--- src/rtl/echo_pkg.sv ---
// Shared writeback definitions: datapath width, load funct3 encodings,
// register x0 and the writeback channel select.
package echo_pkg;

  localparam int unsigned XLEN = 32;

  localparam logic [2:0] F3_LB  = 3'b000;
  localparam logic [2:0] F3_LH  = 3'b001;
  localparam logic [2:0] F3_LW  = 3'b010;
  localparam logic [2:0] F3_LBU = 3'b100;
  localparam logic [2:0] F3_LHU = 3'b101;

  localparam logic [4:0] REG_X0 = 5'd0;

  typedef enum logic {
    WB_SRC_ALU = 1'b0,
    WB_SRC_LD  = 1'b1
  } wb_src_e;

endpackage

--- src/rtl/ld_align.sv ---
// Load data alignment: picks the byte/halfword addressed by ld_addr_lo out of
// the raw memory word and sign- or zero-extends it. Unknown funct3 values are
// passed through as a full word and flagged.
module ld_align
  import echo_pkg::*;
(
  input  logic [XLEN-1:0] ld_word,
  input  logic [2:0]      ld_funct3,
  input  logic [1:0]      ld_addr_lo,
  output logic [XLEN-1:0] ld_val,
  output logic            ld_illegal
);

  logic [7:0]  byte_sel;
  logic [15:0] half_sel;

  // Extract the addressed lane and extend it according to the load type.
  always_comb begin
    byte_sel   = ld_word[7:0];
    half_sel   = ld_word[15:0];
    ld_val     = ld_word;
    ld_illegal = 1'b0;

    unique case (ld_addr_lo)
      2'd0: byte_sel = ld_word[7:0];
      2'd1: byte_sel = ld_word[15:8];
      2'd2: byte_sel = ld_word[23:16];
      2'd3: byte_sel = ld_word[31:24];
      default: byte_sel = ld_word[7:0];
    endcase

    // Bit 0 of the address is ignored for halfwords.
    half_sel = ld_addr_lo[1] ? ld_word[31:16] : ld_word[15:0];

    case (ld_funct3)
      F3_LB:   ld_val = {{(XLEN - 8){byte_sel[7]}}, byte_sel};
      F3_LH:   ld_val = {{(XLEN - 16){half_sel[15]}}, half_sel};
      F3_LW:   ld_val = ld_word;
      F3_LBU:  ld_val = {{(XLEN - 8){1'b0}}, byte_sel};
      F3_LHU:  ld_val = {{(XLEN - 16){1'b0}}, half_sel};
      default: begin
        ld_val     = ld_word;
        ld_illegal = 1'b1;
      end
    endcase
  end

endmodule

--- src/rtl/wb_unit.sv ---
// Writeback stage: round-robin arbitration between the ALU and load result
// channels onto the single regfile write port, with registered write outputs,
// a retired-result counter and an optional same-cycle bypass.
// Optional feature macro: WB_FORWARD_EN (enables the rs1/rs2 bypass outputs).
module wb_unit
  import echo_pkg::*;
(
  input  logic            clk,
  input  logic            rst_n,
  input  logic            alu_valid,
  output logic            alu_ready,
  input  logic [4:0]      alu_rd,
  input  logic [XLEN-1:0] alu_val,
  input  logic            ld_valid,
  output logic            ld_ready,
  input  logic [4:0]      ld_rd,
  input  logic [XLEN-1:0] ld_word,
  input  logic [2:0]      ld_funct3,
  input  logic [1:0]      ld_addr_lo,
  output logic            write_en,
  output logic [4:0]      rd,
  output logic [XLEN-1:0] rd_val,
  output logic            ld_err,
  output logic [31:0]     retire_cnt,
  input  logic [4:0]      rs1,
  input  logic [4:0]      rs2,
  output logic            fwd1_hit,
  output logic            fwd2_hit,
  output logic [XLEN-1:0] fwd_val
);

  wb_src_e         rr_last_q, rr_last_d;
  logic            alu_grant, ld_grant, accept;
  logic [4:0]      sel_rd;
  logic [XLEN-1:0] sel_val;
  logic [XLEN-1:0] ld_val;
  logic            ld_illegal;

  ld_align u_ld_align (
    .ld_word    (ld_word),
    .ld_funct3  (ld_funct3),
    .ld_addr_lo (ld_addr_lo),
    .ld_val     (ld_val),
    .ld_illegal (ld_illegal)
  );

  // Grant: uncontested valid wins; on conflict the channel not granted last wins.
  // Readies are forced low while reset is asserted.
  always_comb begin
    alu_grant = rst_n & alu_valid & (~ld_valid | (rr_last_q == WB_SRC_LD));
    ld_grant  = rst_n & ld_valid & (~alu_valid | (rr_last_q == WB_SRC_ALU));
    rr_last_d = rr_last_q;
    if (alu_valid && ld_valid) begin
      rr_last_d = ld_grant ? WB_SRC_LD : WB_SRC_ALU;
    end
    accept  = alu_grant | ld_grant;
    sel_rd  = ld_grant ? ld_rd : alu_rd;
    sel_val = ld_grant ? ld_val : alu_val;
  end

  assign alu_ready = alu_grant;
  assign ld_ready  = ld_grant;

  // Output registers, arbitration history and retire counter.
  always_ff @(posedge clk or negedge rst_n) begin
    if (!rst_n) begin
      rr_last_q  <= WB_SRC_ALU;
      write_en   <= 1'b0;
      rd         <= REG_X0;
      rd_val     <= '0;
      ld_err     <= 1'b0;
      retire_cnt <= '0;
    end else begin
      rr_last_q <= rr_last_d;
      // x0 writes retire normally but never strobe the regfile.
      write_en  <= accept && (sel_rd != REG_X0);
      ld_err    <= ld_grant & ld_illegal;
      if (accept) begin
        rd         <= sel_rd;
        rd_val     <= sel_val;
        retire_cnt <= retire_cnt + 32'd1;
      end
    end
  end

`ifdef WB_FORWARD_EN
  // Bypass from the registered write port; write_en already excludes x0.
  always_comb begin
    fwd1_hit = write_en && (rd == rs1);
    fwd2_hit = write_en && (rd == rs2);
    fwd_val  = rd_val;
  end
`else
  logic unused_rs;
  assign unused_rs = ^{rs1, rs2};

  // Bypass disabled: outputs tied off, ports kept for a uniform interface.
  always_comb begin
    fwd1_hit = 1'b0;
    fwd2_hit = 1'b0;
    fwd_val  = '0;
  end
`endif

endmodule

--- config.mk ---
export PLATFORM = sky130hd
export DESIGN_NAME = wb_unit
export DESIGN_NICKNAME = d
export VERILOG_FILES = /design/src/rtl/echo_pkg.sv /design/src/rtl/ld_align.sv /design/src/rtl/wb_unit.sv
export SDC_FILE = /design/constraint.sdc
export NUM_CORES = 1
export LEC_CHECK = 0
export ABC_AREA = 0
export BUFFER_PORTS_ARGS = -buffer_cell sky130_fd_sc_hd__buf_4
export CAP_MARGIN = 20
export CORE_ASPECT_RATIO = 1.75
export CORE_MARGIN = 10
export CORE_UTILIZATION = 45
export DETAILED_ROUTE_END_ITERATION = 16
export HOLD_SLACK_MARGIN = 0.06
export PLACE_DENSITY = 0.78
export SLEW_MARGIN = 20
export SYNTH_ARGS = -nofsm -noshare
export SYNTH_HDL_FRONTEND = slang
export SYNTH_SLANG_ARGS = --single-unit
export TNS_END_PERCENT = 50
--- constraint.sdc ---
create_clock -name clk -period 2.3 [get_ports clk]
set_clock_uncertainty 0.1 [all_clocks]
set_input_delay 0.345 -clock clk [delete_from_list [all_inputs] [get_ports clk]]
set_output_delay 0.345 -clock clk [all_outputs]
set_load 0.01 [all_outputs]
==> results.toml, run 1 <==
[status]
outcome = "finished, final reports clean"

[clock_network]
cts_buffer_depth = 2
cts_buffers = 9
cts_tree = "done"
htreeDepth = 3
cts_resized = 0
cts_sinks = 72
clk_pin_slew_worst_paths_ns = 0.06
cts_setup_buffers = 0
insertion_delay_ns = 0.33
ctsHoldBuffers = 1
cts-root-buf = "clkbuf_16"

[cells_and_area]
layout-drive-gt1-share = 0.344
final_common_cell = "buf_4"
insertedDiodeCount = 0
nFillCells = 851
final_cell_mix = "170 x buf_4, 72 x dfrtp_1, 64 x nand2_1, 34 x conb_1"
area_growth_pct = 34.7
layout.nets = 700

[route]
drt-vias-per-instance = 5.63
via_count = 4128
totalWireLength_mm = 14.6
drt_iter0_drc = 309
wl_per_cell_um = 19.9
ant_nets = 0
drc_errors = 0
first_pass_iters = 6

[power_and_ir_drop]
swShare = 0.298
p_switching_w = 0.00122
combPwrFrac = 0.251
clkPwrFrac = 0.367
p_leak_nw = 2.73
internal-power_w = 0.00287
power.density_mw_per_mm2 = 707
seqPwrFrac = 0.382
irDropWorstVdd_mv = 0.410

[logic_synthesis]
synth_cells = 455
async_flop_share = 1.00
synth_top_area_cell = "dfrtp_1"
ys_seq_elements = 72
synth.area.top_cells = "dfrtp_1 42%, buf_4 6.3%, nand2_1 5.6%"
netlist_area_sq_mm = 0.00430
ys_seq_area_frac = 0.419
synth.distinct_cells = 50
syn-mean-instance-area_sq_um = 9.45
synth_edf_count = 0
yosys_most_used_dff = "dfrtp_1"
yosysWarnings = 0
yosysTopAreaCellShare = 0.419

[worst_setup_path]
crit_chain = "nand2_2 -> nand2_4 -> inv_1 -> buf_4"
critPathCaptureType = "output port"
path_buf_inv = 2
required_ns = 1.86
crit_family = "buffers and inverters"
crit_arrival_ns = 1.50
cp_slowest_cell = "dfrtp_1"
cpPeakStageDelay_ns = 0.41
cp-start-kind = "flip-flop"
crit_type = "reg -> out"
r2r_setup_slack_ns = 0.39
path_max_fanout = 10

[timing]
fmax_mhz = 514
hold_violations = 0
fin_tns_setup_ns = 0
finalCritPeriodShare = 0.846
worst_pin_slew_ns = 0.789
fin_ws_ns = 0.355
final-max-slew-violation-count = 0
slew_headroom = 0.474
min_period_ns = 1.95
rsz0062_at_grt = "false"
setup-violations-final = 0

[grt]
grt_pass1_wl_mm = 22.5
grt_use_total = 0.203
grt_overflow = 0
grt_max_degree = 62
antenna_found_initial = 0
grt_pass1_vias = 4371

[placed_design]
port-buffer-count = 155
gp_congestion = 0.917
hpwl_mm = 11.5
place_ws_ns = 0.203

[floorplan]
die_w_um = 93.9
ios = 200
initial_core_util = 0.457
rows = 47
die_h_um = 149
core_sq_mm = 0.00941
die_area_sq_mm = 0.0140

[min_path]
hold_path.class = "in -> reg"

[flow_run]
maxCapViolCount = 0
==> kinds of logic (layout without fill, tap and decap cells) <==
logic type / after synthesis / after routing / synth area share
AO/OA/AOI/OAI: 110 / 110 / 0.193
XOR/XNOR: 31 / 31 / 0.0632
adder cells (fa/ha/maj): 1 / 1 / 0.00291
buffers and inverters: 72 / 195 / 0.101
flip-flops: 72 / 72 / 0.419
multiplexers: 12 / 12 / 0.0344
other: 1 / 34 / 0.000873
AND/OR/NAND/NOR: 156 / 156 / 0.185
==> sequential cells by signal (all words and copies together) (netlist names) <==
signal and flops:
ld_err 1, write_en 1, rr_last_q 1, rd_val 32, retire_cnt 32, rd 5
==> synthesized netlist by cell type (all sizes together) (8+ instances only) <==
| cell | instances |
|---|---|
| xnor2 | 27 |
| dfrtp | 72 |
| mux2i | 8 |
| clkbuf | 17 |
| inv | 8 |
| nor3 | 20 |
| nor2 | 11 |
| nand2 | 66 |
| o221ai | 21 |
| a31oi | 12 |
| nand3 | 10 |
| buf | 47 |
| nand4 | 15 |
| a21oi | 27 |
| o21ai | 14 |
==> routing by layer <==
metal  up-vias  track usage  share of wire
met5         -            0              0
met4         0        0.155          0.062
met3        54       0.0514          0.060
met2       201        0.340           0.51
met1      1986        0.209           0.37
li1       1887            -              -
==> worst reg2reg max path: cells and delay by family, from the launching register on <==
| kind | cells | cell delay, ns |
|---|---|---|
| and+or+nand+nor | 3 | 1.00 |
| AOI/OAI and AO/OA | 1 | 0.32 |
| DFF | 1 | 0.41 |
==> cell type report <==
| class | instances | area [sq um] | share of cell area |
|---|---|---|---|
| well taps | 122 | 153 | 0.0264 |
| clock buffers | 10 | 229 | 0.0396 |
| inverters | 8 | 30.0 | 0.00519 |
| clock inverters | 6 | 92.6 | 0.0160 |
| flip-flops and latches | 72 | 1800 | 0.311 |
| multi-input cells | 344 | 2200 | 0.379 |
| repair buffers | 171 | 1290 | 0.222 |
==> worst paths after layout <==
check,cells past startpoint,startpoint,end
max,4,rr_last_q,ld_ready
min,2,alu_val[1],rd_val[1]
max reg2reg,4,rr_last_q,rd_val[29]
min reg2reg,2,rd_val[7],rd_val[7]
max in group asynchronous,2,rst_n,retire_cnt[2]
min in group asynchronous,2,rst_n,retire_cnt[16]
==> power groups by stage <==
stage	clock [W]	combinational, W	sequential, W
floorplan	0	0.000464	0.00163
global placement	0	0.00100	0.00158
detailed placement	0	0.00103	0.00158
CTS	0.00152	0.00103	0.00156
global route	0.00156	0.00111	0.00158
finish	0.00150	0.00103	0.00156
==> metrics by stage <==
step	utilization	power, W	hold slack [ns]	instances	area [sq um]
6_report	0.615	0.00409	0.175	733	5790
3_5_place_dp	0.580	0.00261	0.125	716	5460
4_1_cts	0.615	0.00412	0.165	733	5790
5_1_grt	0.615	0.00426	0.181	733	5790
3_3_place_gp	0.580	0.00258	0.120	716	5460
2_1_floorplan	-	0.00210	-0.0506	488	4420
No activity file was read; power rests on OpenSTA's default activity.
==> run 2: changes to the inputs <==
ABC_AREA = 1   (was 0)
PLACE_DENSITY = 0.75   (was 0.78)
clock period = 1.85 ns   (was 2.3 ns; I/O delays follow)
==> run 2 against run 1 <==
Compared with the run above:
- cell count is 42% higher
- critical endpoint is now alu_ready
- largest cell class unchanged
- critical path type unchanged
- count of clock-buffer cells in the layout unchanged
- non-clock buffer count is 1 lower
- via count is 23% higher
- total power rose by 24%
- clock power grew 8%
- core utilization decreased by 2.1 points
- sequential power is 25% higher
==> results.toml, run 2 <==
[floorplan]
die_w_um = 98.9
die_h_um = 158
rows = 50
core_sq_mm = 0.0107
die_area_sq_mm = 0.0156
initial_core_util = 0.458
ios = 200

[clock_network]
cts_buffers = 9
cts-root-buf = "clkbuf_16"
cts_buffer_depth = 2
cts_tree = "done"
cts_setup_buffers = 0
insertion_delay_ns = 0.34
htreeDepth = 3
clk_pin_slew_worst_paths_ns = 0.06
cts_sinks = 72

[timing]
final-max-slew-violation-count = 0
setup-violations-final = 0
finalCritPeriodShare = 0.956
fin_tns_setup_ns = 0
fmax_mhz = 565
slew_headroom = 0.489
rsz0062_at_grt = "false"
hold_violations = 0
worst_pin_slew_ns = 0.767
min_period_ns = 1.77

[logic_synthesis]
yosysWarnings = 0
synth_cells = 752
synth.area.top_cells = "dfrtp_1 37%, nand2_1 26%, nor2_1 7.0%"
synth_top_area_cell = "dfrtp_1"
ys_seq_area_frac = 0.368
synth.most_common_cell = "nand2_1"
syn-mean-instance-area_sq_um = 6.51
synth.distinct_cells = 31
yosys_most_used_dff = "dfrtp_1"
async_flop_share = 1.00
synth_edf_count = 0
yosysTopAreaCellShare = 0.368
netlist_area_sq_mm = 0.00490
ys_seq_elements = 72
synth_commonest_cells = "338 x nand2_1, 91 x nor2_1, 72 x dfrtp_1"

[route]
ant_nets = 0
totalWireLength_mm = 16.4
drt_iter0_drc = 166
drc_errors = 0
wl_per_cell_um = 15.7
drt-vias-per-instance = 4.90
via_count = 5096
first_pass_iters = 4

[cells_and_area]
insertedDiodeCount = 0
fin_cells = 1040
final_common_cell = "nand2_1"
final_cell_mix = "338 x nand2_1, 167 x buf_4, 89 x nor2_1, 72 x dfrtp_1, 48 x inv_1"
nFillCells = 1058
area_growth_pct = 29.8
largestRegisters = "rd_val: 32 flops, retire_cnt: 32 flops, rd: 5 flops"
fin_area_sq_mm = 0.00636
layout-drive-gt1-share = 0.219
final_util = 0.595
layout.nets = 999

[power_and_ir_drop]
clkPwrFrac = 0.318
irDropWorstVdd_mv = 0.515
p_leak_nw = 3.39
seqPwrFrac = 0.385
swShare = 0.331
p_switching_w = 0.00168
internal-power_w = 0.00339
combPwrFrac = 0.297
power.density_mw_per_mm2 = 798

[min_path]
hold_path.class = "in -> async"

[grt]
grt_use_total = 0.205
grt_pass1_vias = 5040
grt_max_degree = 70
grt_pass1_wl_mm = 25.7
antenna_found_initial = 0
grt_overflow = 0

[worst_setup_path]
path_max_fanout = 11
crit_arrival_ns = 1.39
crit_type = "reg -> out"
cpPeakStageDelay_ns = 0.41
crit_family = "buffers and inverters"
crit_chain = "inv_1 -> nand2_1 -> nand3_1 -> buf_4 -> inv_1 -> buf_4"
path_buf_inv = 4
cp-start-kind = "flip-flop"
cp_slowest_cell = "dfrtp_1"
required_ns = 1.47
critPathCaptureType = "output port"

[status]
outcome = "finished, final reports clean"

[placed_design]
placed_area_sq_mm = 0.00606
hpwl_mm = 12.7
gp_congestion = 0.904
port-buffer-count = 155
place_inst = 1023

[flow_run]
maxCapViolCount = 0
-- run 2: changes by cell type after synthesis, moves of 23 or more --
| cell | previous run | this run |
|---|---|---|
| nor2_1 | 11 | 91 |
| nand2_1 | 64 | 338 |
| xnor2_1 | 27 | 4 |
| nand3_1 | 10 | 33 |
| o21ai_0 | 13 | 40 |
| inv_1 | 8 | 48 |
-- run 2: power by group through the flow --
stage	Sequential (W)	Combinational, W	Clock (W)
floorplan	0.00208	0.000674	0
global placement	0.00197	0.00149	0
detailed placement	0.00197	0.00151	0
CTS	0.00195	0.00151	0.00165
global route	0.00198	0.00168	0.00171
finish	0.00195	0.00151	0.00162
-- run 2: final timing paths --
kind	cells after the start	slack (ns)	start	endpoint
min	2	0.09	rst_n	rd_val[30]
max reg2reg	6	0.15	rr_last_q	rd_val[22]
min reg2reg	2	0.38	rd_val[7]	rd_val[7]
min in group clk	3	0.12	ld_word[1]	rd_val[1]
max in group asynchronous	3	1.06	rst_n	rd_val[12]
max	6	0.08	rr_last_q	alu_ready
-- run 2: final cells by class --
class	count	area, sq um	area share
well taps	130	163	0.0256
flip-flops and latches	72	1800	0.283
inverters	50	190	0.0299
clock buffers	10	239	0.0376
multi-input cells	602	2620	0.412
repair buffers	170	1310	0.206
clock inverters	6	35.0	0.00551
-- run 2: what timing repair did --
| action | 4_1_cts | 5_1_grt |
|---|---|---|
| resized for setup | 0 | 6 |
| hold buffers | 1 | 0 |
| setup endpoints to repair | 0 | 32 |
| endpoints found under the hold margin | 14 | 0 |
-- run 2: routing by layer --
| layer | up-vias | part of all wire | GRT usage |
|---|---|---|---|
| met2 | 200 | 0.54 | 0.384 |
| met3 | 40 | 0.093 | 0.0764 |
| met5 | - | 0 | 0 |
| met4 | 0 | 0.039 | 0.114 |
| li1 | 2565 | - | - |
| met1 | 2291 | 0.33 | 0.183 |
-- run 2: cells by family (layout without fill, tap and decap cells) --
logic type / Yosys count / count (layout) / share of synthesized area
AND/OR/NAND/NOR: 475 / 475 / 0.389
buffers and inverters: 111 / 236 / 0.124
AO/OA/AOI/OAI: 78 / 78 / 0.0912
flip-flops: 72 / 72 / 0.368
XOR/XNOR: 14 / 14 / 0.0250
adder cells (fa/ha/maj): 1 / 1 / 0.00255
other: 1 / 34 / 0.000766
-- run 2: per-stage QoR --
| stage | worst slack [ns] | total power (W) | hold WS (ns) |
|---|---|---|---|
| floorplan | 0.252 | 0.00275 | -0.118 |
| global placement | 0.0728 | 0.00346 | 0.211 |
| detailed placement | 0.0432 | 0.00348 | 0.211 |
| CTS | 0.0271 | 0.00512 | 0.111 |
| global route | 0.00417 | 0.00537 | 0.134 |
| finish | 0.0809 | 0.00507 | 0.0933 |
